File: config.mk
export PLATFORM = sky130hd
export DESIGN_NAME = switch_debounce
export DESIGN_NICKNAME = d
export VERILOG_FILES = /design/src/rtl/switch_debounce.sv
export SDC_FILE = /design/constraint.sdc
export NUM_CORES = 1
export LEC_CHECK = 0
export CORE_MARGIN = 2
export CORE_UTILIZATION = 30
export DETAILED_ROUTE_END_ITERATION = 16
export PLACE_DENSITY = 0.58
export RECOVER_POWER = 100
export SYNTH_ARGS = -nofsm -noshare
export SYNTH_HDL_FRONTEND = slang
export SYNTH_SLANG_ARGS = --single-unit
File: constraint.sdc
create_clock -name CLK -period 2.85 [get_ports CLK]
set_input_delay 0.4275 -clock CLK [delete_from_list [all_inputs] [get_ports CLK]]
set_output_delay 0.4275 -clock CLK [all_outputs]
set_load 0.05 [all_outputs]
File: src/rtl/switch_debounce.sv
// ---------------------------------------------------------------------------
// switch_debounce
//
// Synchronised, debounced input stage for the MegaWing slide switches.
// Each of WIDTH asynchronous switch lines is brought into the CLK domain by
// a two-flop synchroniser. A per-bit two-state machine (STABLE / CHECK) then
// accepts a new level only after the synchronised input has differed from
// the debounced output for DEBOUNCE_CYCLES consecutive clocks. A one-cycle
// change pulse and mask let downstream capture registers load only on real
// transitions.
//
// Optional feature macro: SWITCH_DEBOUNCE_EDGE_EN
//   When defined, the RISE and FALL edge-qualified masks are added.
//
// Parameters
//   WIDTH            number of switch lines (1..16)
//   DEBOUNCE_CYCLES  consecutive differing samples to accept a level (2..65535)
//
// Ports
//   CLK           in   1      rising-edge clock
//   RESETN        in   1      asynchronous active-low reset
//   I             in   WIDTH  raw switch levels (asynchronous)
//   O             out  WIDTH  debounced levels, registered
//   CHANGED       out  1      one-cycle pulse in the cycle O first shows a new value
//   CHANGED_MASK  out  WIDTH  bits of O that changed while CHANGED is high
//   RISE          out  WIDTH  CHANGED_MASK & O   (SWITCH_DEBOUNCE_EDGE_EN only)
//   FALL          out  WIDTH  CHANGED_MASK & ~O  (SWITCH_DEBOUNCE_EDGE_EN only)
// ---------------------------------------------------------------------------
module switch_debounce #(
  parameter int WIDTH           = 4,
  parameter int DEBOUNCE_CYCLES = 16
) (
  input  logic             CLK,
  input  logic             RESETN,
  input  logic [WIDTH-1:0] I,
  output logic [WIDTH-1:0] O,
  output logic             CHANGED,
  output logic [WIDTH-1:0] CHANGED_MASK
`ifdef SWITCH_DEBOUNCE_EDGE_EN
  ,
  output logic [WIDTH-1:0] RISE,
  output logic [WIDTH-1:0] FALL
`endif
);

  localparam int CNT_W = (DEBOUNCE_CYCLES > 1) ? $clog2(DEBOUNCE_CYCLES) : 1;
  localparam logic [CNT_W-1:0] CNT_ZERO = {CNT_W{1'b0}};
  localparam logic [CNT_W-1:0] CNT_ONE  = CNT_W'(1'b1);
  // Last count value before acceptance; the counter never goes beyond it.
  localparam logic [CNT_W-1:0] CNT_MAX  = CNT_W'(DEBOUNCE_CYCLES - 1);

  typedef enum logic {
    ST_STABLE = 1'b0,
    ST_CHECK  = 1'b1
  } state_e;

  logic [WIDTH-1:0] s1_q;
  logic [WIDTH-1:0] s2_q;
  state_e           state_q [WIDTH];
  state_e           state_d [WIDTH];
  logic [CNT_W-1:0] cnt_q   [WIDTH];
  logic [CNT_W-1:0] cnt_d   [WIDTH];
  logic [WIDTH-1:0] o_q;
  logic [WIDTH-1:0] o_d;
  logic [WIDTH-1:0] mask_q;
  logic [WIDTH-1:0] mask_d;
  logic             changed_q;

  // Two-flop synchroniser; only s2_q is used downstream.
  always_ff @(posedge CLK or negedge RESETN) begin
    if (!RESETN) begin
      s1_q <= {WIDTH{1'b0}};
      s2_q <= {WIDTH{1'b0}};
    end else begin
      s1_q <= I;
      s2_q <= s1_q;
    end
  end

  // Per-bit debounce next-state logic; all bits are evaluated independently.
  always_comb begin
    o_d    = o_q;
    mask_d = {WIDTH{1'b0}};
    for (int b = 0; b < WIDTH; b++) begin
      state_d[b] = state_q[b];
      cnt_d[b]   = cnt_q[b];
      case (state_q[b])
        ST_STABLE: begin
          if (s2_q[b] != o_q[b]) begin
            cnt_d[b]   = CNT_ONE;
            state_d[b] = ST_CHECK;
          end else begin
            cnt_d[b]   = CNT_ZERO;
            state_d[b] = ST_STABLE;
          end
        end
        ST_CHECK: begin
          if (s2_q[b] == o_q[b]) begin
            // Input bounced back: discard the partial count.
            cnt_d[b]   = CNT_ZERO;
            state_d[b] = ST_STABLE;
          end else if (cnt_q[b] == CNT_MAX) begin
            o_d[b]     = s2_q[b];
            mask_d[b]  = 1'b1;
            cnt_d[b]   = CNT_ZERO;
            state_d[b] = ST_STABLE;
          end else begin
            cnt_d[b]   = cnt_q[b] + CNT_ONE;
          end
        end
        default: begin
          cnt_d[b]   = CNT_ZERO;
          state_d[b] = ST_STABLE;
        end
      endcase
    end
  end

  // Per-bit state and counter registers.
  always_ff @(posedge CLK or negedge RESETN) begin
    if (!RESETN) begin
      for (int b = 0; b < WIDTH; b++) begin
        state_q[b] <= ST_STABLE;
        cnt_q[b]   <= CNT_ZERO;
      end
    end else begin
      for (int b = 0; b < WIDTH; b++) begin
        state_q[b] <= state_d[b];
        cnt_q[b]   <= cnt_d[b];
      end
    end
  end

  // Output registers; CHANGED is derived from the same next-state mask so it
  // lines up with the cycle in which O first shows the new value.
  always_ff @(posedge CLK or negedge RESETN) begin
    if (!RESETN) begin
      o_q       <= {WIDTH{1'b0}};
      mask_q    <= {WIDTH{1'b0}};
      changed_q <= 1'b0;
    end else begin
      o_q       <= o_d;
      mask_q    <= mask_d;
      changed_q <= |mask_d;
    end
  end

  assign O            = o_q;
  assign CHANGED      = changed_q;
  assign CHANGED_MASK = mask_q;

`ifdef SWITCH_DEBOUNCE_EDGE_EN
  logic [WIDTH-1:0] rise_q;
  logic [WIDTH-1:0] fall_q;

  // Edge-qualified masks, aligned with CHANGED_MASK.
  always_ff @(posedge CLK or negedge RESETN) begin
    if (!RESETN) begin
      rise_q <= {WIDTH{1'b0}};
      fall_q <= {WIDTH{1'b0}};
    end else begin
      rise_q <= mask_d & o_d;
      fall_q <= mask_d & ~o_d;
    end
  end

  assign RISE = rise_q;
  assign FALL = fall_q;
`endif

endmodule
### Word-level counts from Yosys, hierarchy flattened

Index checks and enable logic that the tools add are counted.
W data, S select, Z words.

* add/subtract/negate cells: 4
* eq/ne operators: 12
* muxes and demuxes: 44
* bitwise logic cells: 8
* reductions and logical operators: 5

Operators by type and width (count)
* $mux W4: 8
* $pmux W4 S2: 4
* $mux W1: 28
* $add A4 B1 Y4 const B: 4
* $eq A4 B4 Y1 const B: 4
* $reduce_and A3 Y1: 4
* $not A1 Y1: 8
* $pmux W1 S2: 4
* $eq A1 B1 Y1: 4
* $ne A1 B1 Y1: 4
* $reduce_or A4 Y1: 1

* register bits: 37
* word-level logic and storage cells: 89

### Logic depth before layout (Yosys ltp)

Gate-level depths: netlist of the first run.

* depth after elaboration: 5
* gate-level depth with buffers: 4
* depth with buffers taken out: 4

### Least setup slack after synthesis of the first run

No wires, ideal clock.

* path type: register to register
* start point: reg o_q[2], in the netlist O[2]
* end point: reg changed_q, in the netlist CHANGED
* library setup time: 0.139 ns
* arrival time: 1.417 ns
* slack: 1.294 ns
* stages on the path, launching flop included: 4
* buffers on the path: 0
* cells stage by stage: dfrtp_1 xnor2_1 nor2_1 or4_1

* cells in the longest elaborated chain, start to end: 4

RTL lines
* from (decl): line 63 `logic [WIDTH-1:0] o_q;`
* from (signal assigned): line 138 `o_q <= {WIDTH{1'b0}};`
* $eq A1 B1 Y1: line 98 `if (s2_q[b] == o_q[b]) begin`
* $mux W1: line 98
* $mux W1: line 87 `case (state_q[b])`
* named net mask_d[2]: line 66 `logic [WIDTH-1:0] mask_d;`
* $reduce_or A4 Y1: line 144 `changed_q <= |mask_d;`
* to (signal assigned): line 144
* to (decl): line 67 `logic changed_q;`

The timed path passes the listed nets, and every way through them passes these cells.
A chain may end at the register's enable or synchronous reset.

### Worst setup path in the final report of the first run

* start point: reg o_q[2], in the netlist O[2]
* end point: out O[2]

RTL lines
* to (decl): line 36 `output logic [WIDTH-1:0] O,`

No word-level cell between the ends.

==> results of run 1 <==
## logic make-up after synthesis
| kind of cell | count (synthesis) | synth area share [%] |
|---|---|---|
| AOI/OAI and AO/OA | 20 | 9.24 |
| xor gates and xnor gates | 12 | 7.46 |
| adders and majority gates | 4 | 3.55 |
| buffers and inverters | 2 | 0.533 |
| DFF | 37 | 65.7 |
| muxes | 4 | 3.20 |
| and+or+nand+nor | 27 | 10.3 |
## cells in the mapped netlist
cell type / n / area (um2)
sky130_fd_sc_hd__a21oi_1: 8 / 40.0
sky130_fd_sc_hd__a311oi_1: 2 / 17.5
sky130_fd_sc_hd__dfrtp_1: 37 / 926
sky130_fd_sc_hd__nand4b_1: 2 / 17.5
sky130_fd_sc_hd__xor2_1: 4 / 35.0
sky130_fd_sc_hd__or4_1: 1 / 7.51
sky130_fd_sc_hd__nand4_1: 4 / 25.0
sky130_fd_sc_hd__a31oi_1: 2 / 12.5
sky130_fd_sc_hd__ha_1: 4 / 50.1
sky130_fd_sc_hd__xnor2_1: 8 / 70.1
sky130_fd_sc_hd__a31o_2: 4 / 35.0
sky130_fd_sc_hd__mux2_2: 4 / 45.0
sky130_fd_sc_hd__nor2_1: 8 / 30.0
sky130_fd_sc_hd__nand2_1: 4 / 15.0
sky130_fd_sc_hd__o21ai_0: 2 / 10.0
sky130_fd_sc_hd__a21o_1: 2 / 15.0
sky130_fd_sc_hd__inv_1: 2 / 7.51
sky130_fd_sc_hd__and2_1: 4 / 25.0
sky130_fd_sc_hd__and3_1: 4 / 25.0
## area by class of cell
type / instances / area [um2]
Multi-Input combinational cell: 67 / 475
Timing Repair Buffer: 15 / 148
Clock buffer: 7 / 86.3
Fill cell: 441 / 2740
Inverter: 2 / 7.51
Tap cell: 52 / 65.1
Sequential cell: 37 / 926
## worst paths after layout
kind	from	slack, ps	cells after the start	endpoint
min reg2reg	s1_q[3]	350	0	s2_q[3]
max in group asynchronous	RESETN	1890	2	cnt_q[12]
min	s1_q[3]	350	0	s2_q[3]
max reg2reg	cnt_q[4]	1310	4	CHANGED
min in group asynchronous	RESETN	640	2	cnt_q[10]
max	O[2]	850	1	O[2]
## layer usage
metal / vias up / global-route usage, %
met5: - / 0
met4: 0 / 4.32
met3: 2 / 4.17
met2: 11 / 15.3
met1: 434 / 11.0
li1: 416 / -
## where the power goes
part / internal (uW) / total (uW) / leakage, uW / switching, uW
Clock: 192 / 353 / 0.0000443 / 161
Sequential: 541 / 555 / 0.000480 / 13.8
Combinational: 20.9 / 44.2 / 0.000292 / 23.3
## cells in the final DEF (no fill, tap or decap), types with 4 or more instances in the layout
cell and count:
sky130_fd_sc_hd__xor2_1 4, sky130_fd_sc_hd__mux2_2 4, sky130_fd_sc_hd__clkbuf_8 6, sky130_fd_sc_hd__nor2_1 8
sky130_fd_sc_hd__xnor2_1 8, sky130_fd_sc_hd__a21oi_1 8, sky130_fd_sc_hd__dlygate4sd3_1 14, sky130_fd_sc_hd__dfrtp_1 37
sky130_fd_sc_hd__nand4_1 4, sky130_fd_sc_hd__and3_1 4, sky130_fd_sc_hd__a31o_2 4, sky130_fd_sc_hd__nand2_1 4
sky130_fd_sc_hd__ha_1 4
## stage by stage
stage / power, uW / instance area, um2 / hold slack [ps] / util [%]
6_report: 952 / 1710 / 350 / 38.4
5_1_grt: 1000 / 1710 / 368 / 38.4
4_1_cts: 970 / 1710 / 352 / 38.4
3_5_place_dp: 612 / 1620 / 336 / 36.5
3_3_place_gp: 610 / 1620 / 332 / 36.5
2_1_floorplan: 587 / 1410 / 132 / -
## flip-flops by register name, summed over array words and instances (netlist names)
signal,flops
cnt_q,16
CHANGED_MASK,4
O,4
s1_q,4
s2_q,4
state_q,4
CHANGED,1
==> impl_metrics.json, run 1 <==
{
  "run_status": "complete, no violations",
  "fmax_ghz": 0.500,
  "hold_buffers_post_cts": 0,
  "synth.lib_cells_used.distinct": 19,
  "clkSinkCount": 37,
  "netlist_instances": 106,
  "wl_met2_um": 1070,
  "worst_clock_skew_ps": 2.05,
  "maxSlewHeadroom_pct": 66.3,
  "global_placer_s_final_weighted_congestion": 0.798,
  "wl_per_cell_um": 12.1,
  "routed_wl_um": 2180,
  "startpoint_type": "flop",
  "holdCritPathClass": "reg2reg",
  "worst_slack_ps": 851,
  "route.detailed.drc": 0,
  "preCtsSetupSlack_ps": 1200,
  "yosys_register_bits": 37,
  "timing.critical_path.fanout_max": 4,
  "area.growth.synth_to_final_pct": 21.2,
  "dr_total_vias": 863,
  "route.antenna.remaining_nets": 0,
  "fin_cells": 180,
  "cp_max_delay_cell": "sky130_fd_sc_hd__dlygate4sd3_1",
  "cts_htree_levels": 2,
  "grt_start_max_net_pins": 38,
  "tritoncts": "built",
  "worst_ep_required_time_ps": 2420,
  "worst_tran_pin_value_ps": 504,
  "ctsResizeCount": 0,
  "critPathCaptureType": "output port",
  "cts_inserted_buffers": 5,
  "clock_tree.buffer_depth": 2,
  "dr.pass1.iters": 4,
  "core-area_um2": 4440,
  "rows": 24,
  "vdd.ir_drop.worst_v": 0.000238,
  "static-leakage-power_uw": 0.000816,
  "synth.cell_area_um2": 1410,
  "power.density_nw_per_um2": 558,
  "numPortBuffers": 14,
  "critical-path-top-delay-family": "buffers and inverters",
  "post_cts_buffers": 0,
  "antenna_cells_inserted": 0,
  "seq_area_frac_synth_pct": 65.7,
  "floorplan.initialDensity_pct": 31.7,
  "antenna_violations_before_repair": 0,
  "vias_in_the_first_global_route": 886,
  "timing_hold_violations_final": 0,
  "dr_wl_met3_um": 75,
  "route.top_layer_used": "met4",
  "cp_slowest_stage_delay_ps": 890,
  "clkTransAtPathRegs_ps": 60,
  "wire_length_of_the_first_global_routing_pass_um": 3760,
  "drv.max_cap_violation_count": 0,
  "post_synth.cell_area_avg_um2": 13.3,
  "placed_instances": 173,
  "grt.total_usage_pct": 9.52,
  "dp_hpwl_um": 1530,
  "layout_worst_path_cycle_share_pct": 70.1,
  "criticalPathCategory": "reg2out",
  "fin_nets": 138,
  "cts_root_buf": "sky130_fd_sc_hd__clkbuf_8",
  "worstSkewPairLatency_ps": 270,
  "globalRoute.totalOverflow": 0,
  "setup_tns_ps": 0,
  "io-pin-count": 15,
  "cp.buffers_inverters": 1,
  "drt_iter0_drc": 27,
  "rsz0062_at_grt": "no",
  "drive_above_1_share_pct": 11.7,
  "final-setup-viol-count": 0,
  "cp.arrival_ps": 1570,
  "min_period_ps": 2000,
  "report.final.slew_viol_count": 0,
  "synth.yosys.warnings": 0,
  "wl_met1_um": 1010,
  "overall_die_width_um": 72.5,
  "critical_path.cell_chain": "dlygate4sd3_1",
  "die_h_um": 72.5,
  "syn-num-nets": 116,
  "via_per_inst": 4.79,
  "floorplan.die_area_um2": 5260
}
Note: power is estimated with default switching activity, not from simulation.
==> run 2, diff against run 1 <==
==> constraint.sdc (replaced) <==
create_clock -name CLK -period 2.04 [get_ports CLK]
set_input_delay 0.306 -clock CLK [delete_from_list [all_inputs] [get_ports CLK]]
set_output_delay 0.306 -clock CLK [all_outputs]
set_load 0.05 [all_outputs]
==> run 2 against run 1 <==
Against the previous run:
- register-to-register slack got worse by 800 ps
- hold slack gained 0.67 ps
- total power up 37%
- flip-flop and latch count unchanged
- critical path depth did not move
- clock-buffer cell count is 1 higher
- sequential share of layout area rose by 0.28 points
- via count shrank 1.2%
- utilization fell by 0.20 points
- cell count is 0.56% higher
- clock skew up 1.4 ps
- highest routed layer unchanged
- sequential power increased by 40%
==> impl_metrics.json, run 2 (synthesized netlist as in run 1, its figures left out) <==
{
  "worstSkewPairLatency_ps": 270,
  "core-area_um2": 4440,
  "clockPowerShare_pct": 35.7,
  "cts_htree_levels": 2,
  "floorplan.initialDensity_pct": 31.7,
  "wl_per_cell_um": 11.8,
  "area.growth.synth_to_final_pct": 20.6,
  "worst_ep_required_time_ps": 1730,
  "cp.arrival_ps": 1580,
  "drive_above_1_share_pct": 10.9,
  "floorplan.die_area_um2": 5260,
  "top_register": "cnt_q",
  "cp_max_delay_cell": "sky130_fd_sc_hd__dlygate4sd3_1",
  "cts_root_buf": "sky130_fd_sc_hd__clkbuf_8",
  "vdd.ir_drop.worst_v": 0.000431,
  "dp_hpwl_um": 1530,
  "layout_worst_path_cycle_share_pct": 92.3,
  "worstRegToRegCells": 4,
  "globalRoute.totalOverflow": 0,
  "hold_buffers_post_cts": 0,
  "maxSlewHeadroom_pct": 40.5,
  "mostFrequentLayoutCells": "sky130_fd_sc_hd__dfrtp_1 (37), sky130_fd_sc_hd__dlygate4sd3_1 (14), sky130_fd_sc_hd__xnor2_1 (8), sky130_fd_sc_hd__a21oi_1 (8), sky130_fd_sc_hd__nor2_1 (8)",
  "final-setup-viol-count": 0,
  "grt_start_max_net_pins": 38,
  "run_status": "complete, no violations",
  "path_depth": 1,
  "io-pin-count": 15,
  "power_report.internal_total_uw": 1030,
  "grt.total_usage_pct": 9.38,
  "p_sw_share_pct": 21.0,
  "cp.buffers_inverters": 1,
  "via_per_inst": 4.71,
  "report.final.slew_viol_count": 0,
  "holdCritPathClass": "reg2reg",
  "fin_nets": 138,
  "critPathCaptureType": "output port",
  "criticalPathCategory": "reg2out",
  "layout.cells.most_common": "sky130_fd_sc_hd__dfrtp_1",
  "critical-path-top-delay-family": "buffers and inverters",
  "cp_slowest_stage_delay_ps": 890,
  "worst_tran_pin_value_ps": 892,
  "overall_die_width_um": 72.5,
  "critical_path.cell_chain": "dlygate4sd3_1",
  "post_cts_buffers": 0,
  "worst_clock_skew_ps": 3.49,
  "power.sequential.fraction_pct": 59.7,
  "dr_total_vias": 853,
  "dr.pass1.iters": 4,
  "route.detailed.drc": 0,
  "wire_length_of_the_first_global_routing_pass_um": 3730,
  "numPortBuffers": 14,
  "fmax_ghz": 0.531,
  "startpoint_type": "flop",
  "fin_total_pwr_uw": 1300,
  "route.antenna.remaining_nets": 0,
  "antenna_cells_inserted": 0,
  "global_placer_s_final_weighted_congestion": 0.721,
  "worst_hold_path_cells": 0,
  "clkTransAtPathRegs_ps": 70,
  "rsz0062_at_grt": "no",
  "largest_reg_flops": 16,
  "rows": 24,
  "ctsResizeCount": 0,
  "drv.max_cap_violation_count": 0,
  "timing.critical_path.fanout_max": 4,
  "die_h_um": 72.5,
  "static-leakage-power_uw": 0.000811,
  "drt_iter0_drc": 24,
  "routed_wl_um": 2130,
  "clkSinkCount": 37,
  "clock_tree.buffer_depth": 2,
  "antenna_violations_before_repair": 0,
  "min_period_ps": 1880,
  "power.combinational.fraction_pct": 4.7,
  "setup_tns_ps": 0,
  "tritoncts": "built",
  "cts_inserted_buffers": 5,
  "timing_hold_violations_final": 0,
  "vias_in_the_first_global_route": 866,
  "switchingPower_uw": 273,
  "power.density_nw_per_um2": 765
}
run 2: layer usage:
| layer | part of all wire [%] | GRT usage (%) | wire length (um) | vias up |
|---|---|---|---|---|
| met5 | 0 | 0 | 0 | - |
| met2 | 50 | 15.6 | 1070 | 17 |
| met1 | 44 | 10.9 | 928 | 409 |
| met4 | 1.4 | 3.09 | 30 | 0 |
| met3 | 4.4 | 4.17 | 94 | 4 |
| li1 | - | - | - | 423 |
run 2: power by group through the flow:
stage	Clock, uW	Combinational [uW]	Sequential, uW
floorplan	0	34.1	785
global placement	0	64.4	788
detailed placement	0	65.6	790
CTS	493	66.0	776
global route	533	70.8	778
finish	464	60.8	776
run 2: path summary, 6_finish.rpt:
| kind | start | end | slack [ps] |
|---|---|---|---|
| worst max-delay path | O[2] | O[2] | 160 |
| worst min-delay path | s1_q[2] | s2_q[2] | 350 |
| worst max register to register | cnt_q[4] | CHANGED | 510 |
| worst min register to register | s1_q[2] | s2_q[2] | 350 |
| max in group asynchronous | RESETN | CHANGED_MASK[3] | 800 |
| min in group asynchronous | RESETN | cnt_q[11] | 690 |
run 2: final cells by class:
type,instances,area [um2]
fill,443,2750
multi-input combinational,67,475
sequential,37,926
clock buffer,8,80.1
timing repair buffer,15,145
tap,52,65.1
inverter,2,7.51
run 2: through the flow:
step           utilization [%]  std cells  hold slack (ps)  area (um2)  setup slack [ps]
2_1_floorplan                -        106             10.4        1410               484
3_3_place_gp              36.5        173              333        1620               527
3_5_place_dp              36.5        173              339        1620               510
4_1_cts                   38.3        181              355        1700               198
5_1_grt                   38.2        181              358        1700              92.1
6_report                  38.2        181              351        1700               157
